<file path="src/rtl/service_window_pkg.sv">
// Shared types and constants for the service-window scheduler.
// State encoding is fixed so it can be decoded from a state probe.
package service_window_pkg;

  localparam int LENW_DEF     = 16;
  localparam int OPEN_TIMEOUT = 2;

  typedef enum logic [2:0] {
    IDLE  = 3'd0,
    ARB   = 3'd1,
    START = 3'd2,
    OPEN  = 3'd3,
    RUN   = 3'd4
  } state_e;

endpackage

</file>
<file path="src/rtl/service_window_sched_if.sv">
// Client/timer-facing bundle of the scheduler; master is the scheduler side.
interface service_window_sched_if #(
  parameter int NREQ = 4,
  parameter int LENW = service_window_pkg::LENW_DEF,
  parameter int IDW  = 2
);
  logic [NREQ-1:0]           req;
  logic [NREQ-1:0][LENW-1:0] len;
  logic [NREQ-1:0]           gnt;
  logic [IDW-1:0]            gnt_id;
  logic [LENW-1:0]           swlen;
  logic                      init;
  logic                      swstat;
  logic                      busy;
  logic                      done;
  logic                      fault;

  modport master (
    input  req, len, swstat,
    output gnt, gnt_id, swlen, init, busy, done, fault
  );

  modport slave (
    output req, len, swstat,
    input  gnt, gnt_id, swlen, init, busy, done, fault
  );
endinterface

</file>
<file path="src/rtl/service_window_sched_rr_arbiter.sv">
// Combinational round-robin pick: first set request at or after ptr_i, wrapping.
module service_window_sched_rr_arbiter #(
  parameter int NREQ = 4,
  parameter int IDW  = 2
) (
  input  logic [NREQ-1:0] req_i,
  input  logic [IDW-1:0]  ptr_i,
  output logic [NREQ-1:0] win_oh_o,
  output logic [IDW-1:0]  win_idx_o
);
  logic [NREQ-1:0] rot;
  logic            vld;

  // Rotate so bit 0 is the pointer position; lowest set bit then wins.
  assign rot = NREQ'({req_i, req_i} >> ptr_i);

  always_comb begin
    win_idx_o = '0;
    vld       = 1'b0;
    for (int k = NREQ - 1; k >= 0; k--) begin
      if (rot[k]) begin
        vld       = 1'b1;
        win_idx_o = IDW'((int'(ptr_i) + k) % NREQ);
      end
    end
  end

  assign win_oh_o = vld ? (NREQ'(1) << win_idx_o) : '0;

endmodule

</file>
<file path="src/rtl/service_window_sched.sv">
// Round-robin owner of one service_window timer: grant, fire INIT, watch SWSTAT,
// report DONE or FAULT per grant.
module service_window_sched
  import service_window_pkg::*;
#(
  parameter int NREQ = 4,
  parameter int LENW = LENW_DEF,
  parameter int IDW  = 2
) (
  input  logic                    clk_i,
  input  logic                    rst_i,
  service_window_sched_if.master  bus
);
  state_e          state_q, state_d;
  logic [IDW-1:0]  ptr_q, ptr_d;
  logic [IDW-1:0]  gnt_id_q, gnt_id_d;
  logic [NREQ-1:0] gnt_q, gnt_d;
  logic [LENW-1:0] swlen_q, swlen_d;
  logic [1:0]      ocnt_q, ocnt_d;
  logic            init_q, init_d;
  logic            busy_q, busy_d;
  logic            done_q, done_d;
  logic            fault_q, fault_d;
  logic [NREQ-1:0] win_oh;
  logic [IDW-1:0]  win_idx;

  service_window_sched_rr_arbiter #(.NREQ(NREQ), .IDW(IDW)) u_arb (
    .req_i     (bus.req),
    .ptr_i     (ptr_q),
    .win_oh_o  (win_oh),
    .win_idx_o (win_idx)
  );

  always_ff @(posedge clk_i or posedge rst_i) begin
    if (rst_i) begin
      state_q  <= IDLE;
      ptr_q    <= '0;
      gnt_id_q <= '0;
      gnt_q    <= '0;
      swlen_q  <= '0;
      ocnt_q   <= '0;
      init_q   <= 1'b1;
      busy_q   <= 1'b0;
      done_q   <= 1'b0;
      fault_q  <= 1'b0;
    end else begin
      state_q  <= state_d;
      ptr_q    <= ptr_d;
      gnt_id_q <= gnt_id_d;
      gnt_q    <= gnt_d;
      swlen_q  <= swlen_d;
      ocnt_q   <= ocnt_d;
      init_q   <= init_d;
      busy_q   <= busy_d;
      done_q   <= done_d;
      fault_q  <= fault_d;
    end
  end

  always_comb begin
    state_d  = state_q;
    ptr_d    = ptr_q;
    gnt_id_d = gnt_id_q;
    gnt_d    = gnt_q;
    swlen_d  = swlen_q;
    ocnt_d   = ocnt_q;
    init_d   = 1'b1;
    busy_d   = busy_q;
    done_d   = 1'b0;
    fault_d  = 1'b0;
    unique case (state_q)
      // Never grant while a window (e.g. one surviving a reset) is still open.
      IDLE: if (bus.swstat) state_d = ARB;
      ARB: begin
        if (|bus.req) begin
          gnt_d    = win_oh;
          gnt_id_d = win_idx;
          swlen_d  = bus.len[win_idx];
          busy_d   = 1'b1;
          ptr_d    = (win_idx == IDW'(NREQ - 1)) ? '0 : win_idx + 1'b1;
          state_d  = START;
        end
      end
      START: begin
        init_d  = 1'b0;
        ocnt_d  = '0;
        state_d = OPEN;
      end
      OPEN: begin
        if (!bus.swstat) begin
          state_d = RUN;
        end else if (ocnt_q == 2'(OPEN_TIMEOUT - 1)) begin
          fault_d = 1'b1;
          gnt_d   = '0;
          busy_d  = 1'b0;
          state_d = IDLE;
        end else begin
          ocnt_d = ocnt_q + 1'b1;
        end
      end
      RUN: begin
        if (bus.swstat) begin
          done_d  = 1'b1;
          gnt_d   = '0;
          busy_d  = 1'b0;
          state_d = ARB;
        end
      end
      default: state_d = IDLE;
    endcase
  end

  assign bus.gnt    = gnt_q;
  assign bus.gnt_id = gnt_id_q;
  assign bus.swlen  = swlen_q;
  assign bus.init   = init_q;
  assign bus.busy   = busy_q;
  assign bus.done   = done_q;
  assign bus.fault  = fault_q;

endmodule
</file>
<file path="src/flat_wrapper.sv">
// flat-port wrapper written by rule: the top's interface ports become plain ports
module service_window_sched_flat import service_window_pkg::*;
#(
  parameter int NREQ = 4,
  parameter int LENW = LENW_DEF,
  parameter int IDW  = 2
)
  (clk_i, rst_i, bus_req, bus_len, bus_swstat, bus_gnt, bus_gnt_id, bus_swlen, bus_init, bus_busy, bus_done, bus_fault);
  service_window_sched_if #(.NREQ(NREQ), .LENW(LENW), .IDW(IDW)) bus_i ();
  input  logic clk_i;
  input  logic rst_i;
  input wire logic [$bits(bus_i.req)-1:0] bus_req;
  input wire logic [$bits(bus_i.len)-1:0] bus_len;
  input wire logic [$bits(bus_i.swstat)-1:0] bus_swstat;
  output wire logic [$bits(bus_i.gnt)-1:0] bus_gnt;
  output wire logic [$bits(bus_i.gnt_id)-1:0] bus_gnt_id;
  output wire logic [$bits(bus_i.swlen)-1:0] bus_swlen;
  output wire logic [$bits(bus_i.init)-1:0] bus_init;
  output wire logic [$bits(bus_i.busy)-1:0] bus_busy;
  output wire logic [$bits(bus_i.done)-1:0] bus_done;
  output wire logic [$bits(bus_i.fault)-1:0] bus_fault;
  assign bus_i.req = bus_req;
  assign bus_i.len = bus_len;
  assign bus_i.swstat = bus_swstat;
  assign bus_gnt = bus_i.gnt;
  assign bus_gnt_id = bus_i.gnt_id;
  assign bus_swlen = bus_i.swlen;
  assign bus_init = bus_i.init;
  assign bus_busy = bus_i.busy;
  assign bus_done = bus_i.done;
  assign bus_fault = bus_i.fault;
  service_window_sched #(.NREQ(NREQ), .LENW(LENW), .IDW(IDW)) u_core (.clk_i(clk_i), .rst_i(rst_i), .bus(bus_i));
endmodule
</file>
<file path="config.mk">
export PLATFORM = sky130hd
export DESIGN_NAME = service_window_sched_flat
export DESIGN_NICKNAME = d
export VERILOG_FILES = /design/src/rtl/service_window_pkg.sv /design/src/rtl/service_window_sched_if.sv /design/src/rtl/service_window_sched_rr_arbiter.sv /design/src/rtl/service_window_sched.sv /design/src/flat_wrapper.sv
export SDC_FILE = /design/constraint.sdc
export NUM_CORES = 1
export LEC_CHECK = 0
export CORE_ASPECT_RATIO = 1.75
export CORE_MARGIN = 4
export CORE_UTILIZATION = 35
export DETAILED_ROUTE_END_ITERATION = 8
export GPL_ROUTABILITY_DRIVEN = 1
export PLACE_DENSITY_LB_ADDON = 0.05
export SLEW_MARGIN = 20
export SYNTH_ARGS = -nofsm -noshare
export SYNTH_HDL_FRONTEND = slang
export SYNTH_HIERARCHICAL = 1
export SYNTH_SLANG_ARGS = --single-unit
</file>
<file path="constraint.sdc">
create_clock -name clk_i -period 2.35 [get_ports clk_i]
set_input_delay 0.235 -clock clk_i [delete_from_list [all_inputs] [get_ports clk_i]]
set_output_delay 0.235 -clock clk_i [all_outputs]
set_load 0.02 [all_outputs]
</file>
After elaboration in Yosys (flattened, before gate mapping)
Index checks and enable logic that the tools add are counted.
- register bits after elaboration: 33
- word-level logic and storage cells: 76
- output and inout bits: 26
- shifts and indexed selects: 2
- reduce and logical (&&, ||, !) cells: 9
- order comparisons: 1
- muxes and demuxes: 36
- eq/ne operators: 13
- $add $sub $neg: 5
- operators with widths (kind ; count):
    $bmux 16 s2 ; 1
    $mux 4 ; 5
    $mux 16 ; 1
    $mux 1 ; 14
    $mux 2 ; 7
    $mux 3 ; 4
    $pmux 3 s4 ; 1
    $pmux 4 s3 ; 1
    $shr 8x2->4 ; 1
    $add 2x1->2 const B ; 3
    $eq 3x2->1 const B ; 2
    $ne 2x1->1 const B ; 3
    $ne 2x2->1 const B ; 3
    $reduce_and 3->1 ; 2
    $reduce_and 5->1 ; 1
    $add 2x2->2 const B ; 2
    $pmux 2 s2 ; 1
    $reduce_or 4->1 ; 1
    $shl 1x2->4 const A ; 1
    $eq 3x1->1 const B ; 1
    $eq 3x3->1 const B ; 1
    $logic_not 3->1 ; 1
    $lt 2x3->1 const B ; 1
    $ne 3x2->1 const B ; 1
    7 further kinds ; 7

Longest topological paths before layout
Gate-level depths: netlist of the first run.
- word-level depth: 9
- depth in mapped cells: 8

Hierarchy
Netlist of the first run, hierarchy kept.
- modules (own cells, without submodules) (module ; cells each ; sequential area each (µm²) ; times used ; area an instance (µm²)):
    service_window_sched ; 126 ; 827.0 ; 1 ; 1821.7
    service_window_sched_rr_arbiter ; 31 ; 0.0 ; 1 ; 205.2

Least setup slack after synthesis of the first run
OpenSTA, ideal clock, no wires.
- path kind: register -> register
- start: register u_core.ptr_q[1]
- end: register u_core.swlen_q[4], in the netlist u_core/bus.swlen[4]
- setup time: 0.125 ns
- data arrival time: 2.287 ns
- setup slack: -0.063 ns
- stages on the path, launching flop included: 9
- path through: dfrtp_1 -> buf_6 -> mux2i_1 -> o22ai_1 -> a31oi_1 -> buf_2 -> buf_2 -> mux4_2 -> mux2_4
- longest elaborated chain between the ends: 7
- elaborated cells on any way between the ends: 10
- those cells by class: add/sub (3); shift (1); mux (6)
- RTL lines (element ; line ; RTL):
    start, declared ; service_window_sched.sv:15 ; logic [IDW-1:0] ptr_q, ptr_d;
    start signal, assigned ; service_window_sched.sv:48 ; ptr_q <= ptr_d;
    $shr 8x2->4 (*) ; service_window_sched_rr_arbiter.sv:15 ; assign rot = NREQ'({req_i, req_i} >> ptr_i);
    $mux 2 (3 in series) ; service_window_sched_rr_arbiter.sv:21 ; if (rot[k]) begin
    $mux 2 (*) ; service_window_sched_rr_arbiter.sv:21 ;
    net u_core.win_idx[0] ; service_window_sched.sv:25 ; logic [IDW-1:0] win_idx;
    $bmux 16 s2 (*) ; service_window_sched.sv:78 ; swlen_d = bus.len[win_idx];
    $mux 16 (implied by the code) (*) ; service_window_sched.sv:78 ;
    end signal, assigned ; service_window_sched.sv:51 ; swlen_q <= swlen_d;
    end, declared ; service_window_sched.sv:18 ; logic [LENW-1:0] swlen_q, swlen_d;
Mark *: on every way through the listed nets, which the timed path passes. The rest lies on a longest branch. The select of a mux whose other input is x is not followed.
A chain may end at the register's enable or synchronous reset.

Worst setup path after layout of the first run
- start: input port bus_req[1]
- end: register u_core.swlen_q[10], in the netlist u_core/bus.swlen[10]
- longest elaborated chain between the ends: 7
- elaborated cells on any way between the ends: 9
- those cells by class: shift (1); mux (6); reduce/logical (2)
- RTL lines (element ; line ; RTL):
    start, declared ; flat_wrapper.sv:12 ; input wire logic [$bits(bus_i.req)-1:0] bus_req;
    $shr 8x2->4 (*) ; service_window_sched_rr_arbiter.sv:15 ;
    $mux 2 (3 in series) ; service_window_sched_rr_arbiter.sv:21 ;
    $mux 2 (*) ; service_window_sched_rr_arbiter.sv:21 ;
    net u_core.win_idx[0] ; service_window_sched.sv:25 ;
    $bmux 16 s2 (*) ; service_window_sched.sv:78 ;
    $mux 16 (implied by the code) (*) ; service_window_sched.sv:78 ;
Marked as above.

==> results.cfg, run 1 <==
[outcome]
status = finished, final reports clean

[clock_tree]
postCtsResizedCells = 0
cts_tree = built
cts_max_level = 2
numCtsBuffers = 5
clk_pin_slew_ns = 0.08
cts.path.max_buffers = 2
cts_setup_buffers = 0
insertion_delay_ns = 0.28
cts.sinks = 33
cts-root-buf = clkbuf_8
ctsHoldBuffers = 0

[floorplan]
start_util = 0.3629
die_y_um = 108.7
core_area_sq_um = 5585
rows = 36
num_io_pins = 97
fp.dieW_um = 65.53
dieArea_sq_um = 7121

[critical_path]
cp_data_arrival_time_ns = 2.25
cp.required_ns = 2.53
r2r_cells = 6
path_cells = clkdlybuf4s50_1, a21boi_1, o22ai_1, a31oi_4, buf_12, mux4_2, mux2_4
rr_endpoint = u_core/bus.swlen[10]$_DFFE_PP0P_
timing.rr.start = u_core/ptr_q[1]$_DFFE_PP0P_
worstSetupEndpointType = flip-flop
cpPeakStageDelay_ns = 0.51
r2r_slack_ns = 0.29
cpMaxStageDelayCell = mux4_2
path_max_fanout = 10
setup.worst_path.start_class = input port
path_class = in -> reg

[route]
wl_um = 5287
vias = 1697
postRouteAntennaNets = 0
wire_per_inst_um = 15.64
drc_errors = 0
vias_per_cell = 5.021
drt_iter0_drc = 75
dr.pass1.iters = 5

[pwr]
power_mw = 3.699
ir_worst_vdd_mv = 0.5595
p_leak_nw = 1.342
powerDensity_nw_per_um2 = 1145

[yosys]
synth_cell_types = 41
syn_area_sq_um = 2027
postSynthAreaPerCell_sq_um = 12.91
synth_cells = 157
synth_seq_cells = 33
ys_seq_area_frac = 0.4080
synthTopCellsByArea = dfrtp_1, mux4_2, mux2_4, mux2_2, inv_1
yosys.area.top_type = dfrtp_1
synth_edf_count = 0
ys.flop_type = dfrtp_1
synth.cells.most_frequent = dfrtp_1, mux4_2, inv_1, mux2_4, o21ai_0
yosysMostFrequentCell = dfrtp_1
synth_top_area_frac = 0.3951
ys_warn_count = 6
syn_nets = 230
async_flop_share = 1.000

[placed_design]
dp_hpwl_um = 4087
place_congestion = 0.7955
port_buffers = 96

[sta]
final_max_slew_viol_count = 0
rsz0062_at_grt = false
max_slew.worst_pin.slew_ns = 0.6405
finalSetupViolCount = 0
post-route-period-util = 0.8844
finalHoldViolCount = 0
tns_ns = 0
relSlewSlack = 0.5692
fmaxAchievable_mhz = 481.1
period_minus_slack_ns = 2.078
skew_ns = 0.008864

[min_path]
hp-class = in -> async

[cells_and_area]
layout-drive-gt1-share = 0.2328
nets = 334
area_growth_syn_to_layout_pct = 59.32
antenna_cells = 0
fillCellCount = 523

[global_routing]
grt_max_degree = 34
grt.overflow.total = 0
antenna_found_initial = 0
grt_pass1_vias = 1793
grtUsageTotal = 0.1527
grt_pass1_wl_um = 8266

[job]
drv_cap = 0
-- power breakdown --
| group | internal (mW) | leakage (nW) | total (mW) | switching (mW) |
|---|---|---|---|---|
| sequential | 0.842 | 0.400 | 1.03 | 0.190 |
| clock | 0.205 | 0.0439 | 0.428 | 0.223 |
| combinational | 1.30 | 0.898 | 2.24 | 0.944 |
| total | 2.34 | 1.34 | 3.70 | 1.36 |
-- area by class of cell --
cell class / instances / area (sq um) / share of cell area
Multi-Input combinational cell: 98 / 1064 / 0.3293
Tap cell: 76 / 95.09 / 0.02945
Sequential cell: 33 / 827.0 / 0.2561
Inverter: 15 / 56.30 / 0.01744
Clock inverter: 3 / 17.52 / 0.005424
Timing Repair Buffer: 108 / 1101 / 0.3410
Clock buffer: 5 / 68.82 / 0.02131
-- per-stage QoR --
| step | worst slack, ns | hold slack (ns) | instances | instance area, sq um | utilization |
|---|---|---|---|---|---|
| 2_1_floorplan | 0.02135 | 0.2981 | 157 | 2029 | - |
| 3_3_place_gp | 0.001185 | 0.4850 | 330 | 3143 | 0.5627 |
| 3_5_place_dp | -0.04337 | 0.4824 | 330 | 3143 | 0.5627 |
| 4_1_cts | 0.2675 | 0.3556 | 338 | 3229 | 0.5782 |
| 5_1_grt | 0.1949 | 0.4153 | 338 | 3229 | 0.5782 |
| 6_report | 0.2716 | 0.3424 | 338 | 3229 | 0.5782 |
-- cells by family (layout without fill, tap and decap cells) --
group,count (synthesis),in the layout,share of synthesized area
AO/OA/AOI/OAI,38,38,0.1216
multiplexers,37,37,0.3191
flip-flops,33,33,0.4080
buffers and inverters,26,131,0.07469
AND/OR/NAND/NOR,21,21,0.06420
adder cells (fa/ha/maj),2,2,0.01234
-- registers in the layout (all words and copies together) (netlist names) --
signal	flops
u_core/bus.swlen	16
u_core/bus.gnt	4
u_core/state_q	3
u_core/bus.gnt_id	2
u_core/ocnt_q	2
u_core/ptr_q	2
u_core/bus.busy	1
u_core/bus.done	1
u_core/bus.fault	1
u_core/bus.init	1
-- routing by layer --
layer | track usage | wire [um]
met3 | 0.04124 | 294
met1 | 0.1574 | 1822
met2 | 0.2886 | 3103
met4 | 0.05341 | 66
met5 | 0 | 0
-- worst max-delay path by stage --
stage / startpoint / end / cells past startpoint
floorplan: u_core/ptr_q[1]$_DFFE_PP0P_ / u_core/bus.swlen[4]$_DFFE_PP0P_ / 8
global placement: bus_req[1] / u_core/bus.swlen[1]$_DFFE_PP0P_ / 7
detailed placement: bus_req[1] / u_core/bus.swlen[10]$_DFFE_PP0P_ / 7
CTS: bus_req[1] / u_core/bus.swlen[10]$_DFFE_PP0P_ / 7
global route: bus_req[1] / u_core/bus.swlen[2]$_DFFE_PP0P_ / 7
finish: bus_req[1] / u_core/bus.swlen[10]$_DFFE_PP0P_ / 7
-- critical path, delay by kind of cell --
family / cells / cell delay (ns)
mux: 2 / 0.79
buf+inv: 2 / 0.66
compound gates: 3 / 0.57
-- cell usage in the layout (no fill, tap or decap), drive strengths merged, types with 3 or more instances in the layout --
cell	Yosys	routed
clkdlybuf4s50	0	96
mux2	19	19
inv	15	15
clkbuf	2	5
a21boi	3	3
dfrtp	32	32
o22ai	7	7
buf	9	12
a21oi	7	7
o21ai	12	12
mux4	16	16
nor2	4	4
nand2	3	3
nor2b	4	4
No activity file was read; power rests on OpenSTA's default activity.
==> run 2: changes to the inputs <==
SYNTH_HIERARCHICAL = default   (was 1)
==> results.cfg, run 2 <==
[clock_tree]
cts-root-buf = clkbuf_8
ctsHoldBuffers = 0
postCtsResizedCells = 0
cts_tree = built
cts_setup_buffers = 0
cts.path.max_buffers = 2
numCtsBuffers = 5
cts.sinks = 33
cts_max_level = 2
insertion_delay_ns = 0.28
clk_pin_slew_ns = 0.07

[global_routing]
grtUsageTotal = 0.1632
antenna_found_initial = 0
grt_pass1_wl_um = 8714
grt_pass1_vias = 1818
grt.overflow.total = 0
grt_max_degree = 22

[sta]
skew_ns = 0.007373
max_slew.worst_pin.slew_ns = 0.6351
finalHoldViolCount = 0
relSlewSlack = 0.5762
rsz0062_at_grt = false
period_minus_slack_ns = 1.769
final_max_slew_viol_count = 0
finalSetupViolCount = 0
setup_slack_ns = 0.5806
post-route-period-util = 0.7529
tns_ns = 0
fmaxAchievable_mhz = 565.2

[pwr]
powerDensity_nw_per_um2 = 1147
p_leak_nw = 1.314
power_mw = 3.478
ir_worst_vdd_mv = 0.7959

[cells_and_area]
nets = 343
layout_common_cells = clkdlybuf4s50_1, mux2i_1, dfrtp_1
regArea_sq_um = 827.0
fin_area_sq_um = 3032
layout_commonest_cell = clkdlybuf4s50_1
layout-drive-gt1-share = 0.1218
largest_register_ffs = 16
antenna_cells = 0
area_growth_syn_to_layout_pct = 59.93
multi_input_area_sq_um = 945.9
fillCellCount = 478

[job]
drv_cap = 0

[route]
wl_um = 5214
postRouteAntennaNets = 0
wire_per_inst_um = 15.99
vias_per_cell = 5.123
dr.pass1.iters = 4
drc_errors = 0
drt_iter0_drc = 22
vias = 1670

[yosys]
ys_seq_area_frac = 0.4363
synth_cell_types = 37
synth_seq_cells = 33
ys_warn_count = 0
synthTopCellsByArea = dfrtp_1, mux2i_1, o221ai_2, nand2_1, buf_6
syn_nets = 244
yosysMostFrequentCell = mux2i_1
synth_edf_count = 0
synth_top_area_frac = 0.4224
ys.flop_type = dfrtp_1
async_flop_share = 1.000
syn_area_sq_um = 1896
postSynthAreaPerCell_sq_um = 11.09
yosys.area.top_type = dfrtp_1
synth_cells = 171
synth.cells.most_frequent = mux2i_1, dfrtp_1, nand2_1

[placed_design]
port_buffers = 96
pre_cts_ws_ns = 0.2499
dp_hpwl_um = 4139
place_congestion = 0.7129
placed_area_sq_um = 2915

[floorplan]
num_io_pins = 97
fp.dieW_um = 63.63
dieArea_sq_um = 6704
start_util = 0.3607
rows = 35
core_area_sq_um = 5255
die_y_um = 105.4

[outcome]
status = finished, final reports clean

[critical_path]
path_class = in -> reg
r2r_cells = 6
cp_data_arrival_time_ns = 1.93
path_max_fanout = 14
cp.required_ns = 2.51
worstSetupEndpointType = flip-flop
setup.worst_path.start_class = input port

[min_path]
hp-class = in -> async
==> run 2: changes by cell type after synthesis, sizes merged, moves of 3 or more <==
cell | previous run | this run
a21boi | 3 | 0
nand2 | 3 | 26
o22ai | 7 | 3
inv | 15 | 6
o21ai | 12 | 6
mux2 | 19 | 1
o221ai | 0 | 16
mux4 | 16 | 0
mux2i | 2 | 33
nand3 | 0 | 3
==> run 2: kinds of logic (layout without fill, tap and decap cells) <==
family                     after synthesis  count (layout)  synth area share
muxes                                   34              34            0.1802
AOI/OAI and AO/OA                       38              38            0.1789
buffers and inverters                   17             117           0.06468
and+or+nand+nor                         47              47            0.1267
DFF                                     33              33            0.4363
adders and majority gates                2               2           0.01320
==> run 2: final timing paths <==
check,startpoint,slack [ns],endpoint
max in group asynchronous,rst_i,1.47,u_core.bus.swlen[7]$_DFFE_PP0P_
hold reg to reg,u_core.ocnt_q[0]$_DFFE_PP0P_,0.48,u_core.ocnt_q[0]$_DFFE_PP0P_
setup reg to reg,u_core.ptr_q[1]$_DFFE_PP0P_,0.60,u_core.bus.swlen[6]$_DFFE_PP0P_
setup / recovery,bus_req[0],0.58,u_core.bus.swlen[6]$_DFFE_PP0P_
hold / removal,rst_i,0.35,u_core.bus.swlen[12]$_DFFE_PP0P_
min in group clk_i,u_core.ocnt_q[0]$_DFFE_PP0P_,0.48,u_core.ocnt_q[0]$_DFFE_PP0P_
==> run 2: final cells by class <==
class / count / share of cell area
Timing Repair Buffer: 103 / 0.3467
Clock buffer: 7 / 0.02848
Inverter: 6 / 0.007429
Multi-Input combinational cell: 121 / 0.3120
Tap cell: 55 / 0.02270
Sequential cell: 33 / 0.2728
Clock inverter: 1 / 0.009905
==> run 2: through the flow <==
stage | hold WS, ns | utilization | std cells
detailed placement | 0.4725 | 0.5548 | 318
global placement | 0.4653 | 0.5548 | 318
floorplan | 0.3014 | - | 171
CTS | 0.3692 | 0.5769 | 326
global route | 0.4090 | 0.5769 | 326
finish | 0.3482 | 0.5769 | 326
==> run 2: critical path, cell delays in order <==
cell             delay, ns
clkdlybuf4s50_1       0.47
a21o_1                0.21
a21oi_1               0.14
o22a_2                0.21
buf_4                 0.26
mux2i_1               0.27
o221ai_2              0.12
==> run 2: report_power, final <==
group | internal [mW] | switching [mW]
Combinational | 0.960 | 0.974
Sequential | 0.827 | 0.176
Clock | 0.345 | 0.195
==> run 2: per-layer routing <==
layer	track usage	share of wire
met1	0.1878	0.39
met2	0.2865	0.53
met3	0.05011	0.067
met4	0.04637	0.0092
met5	0	0
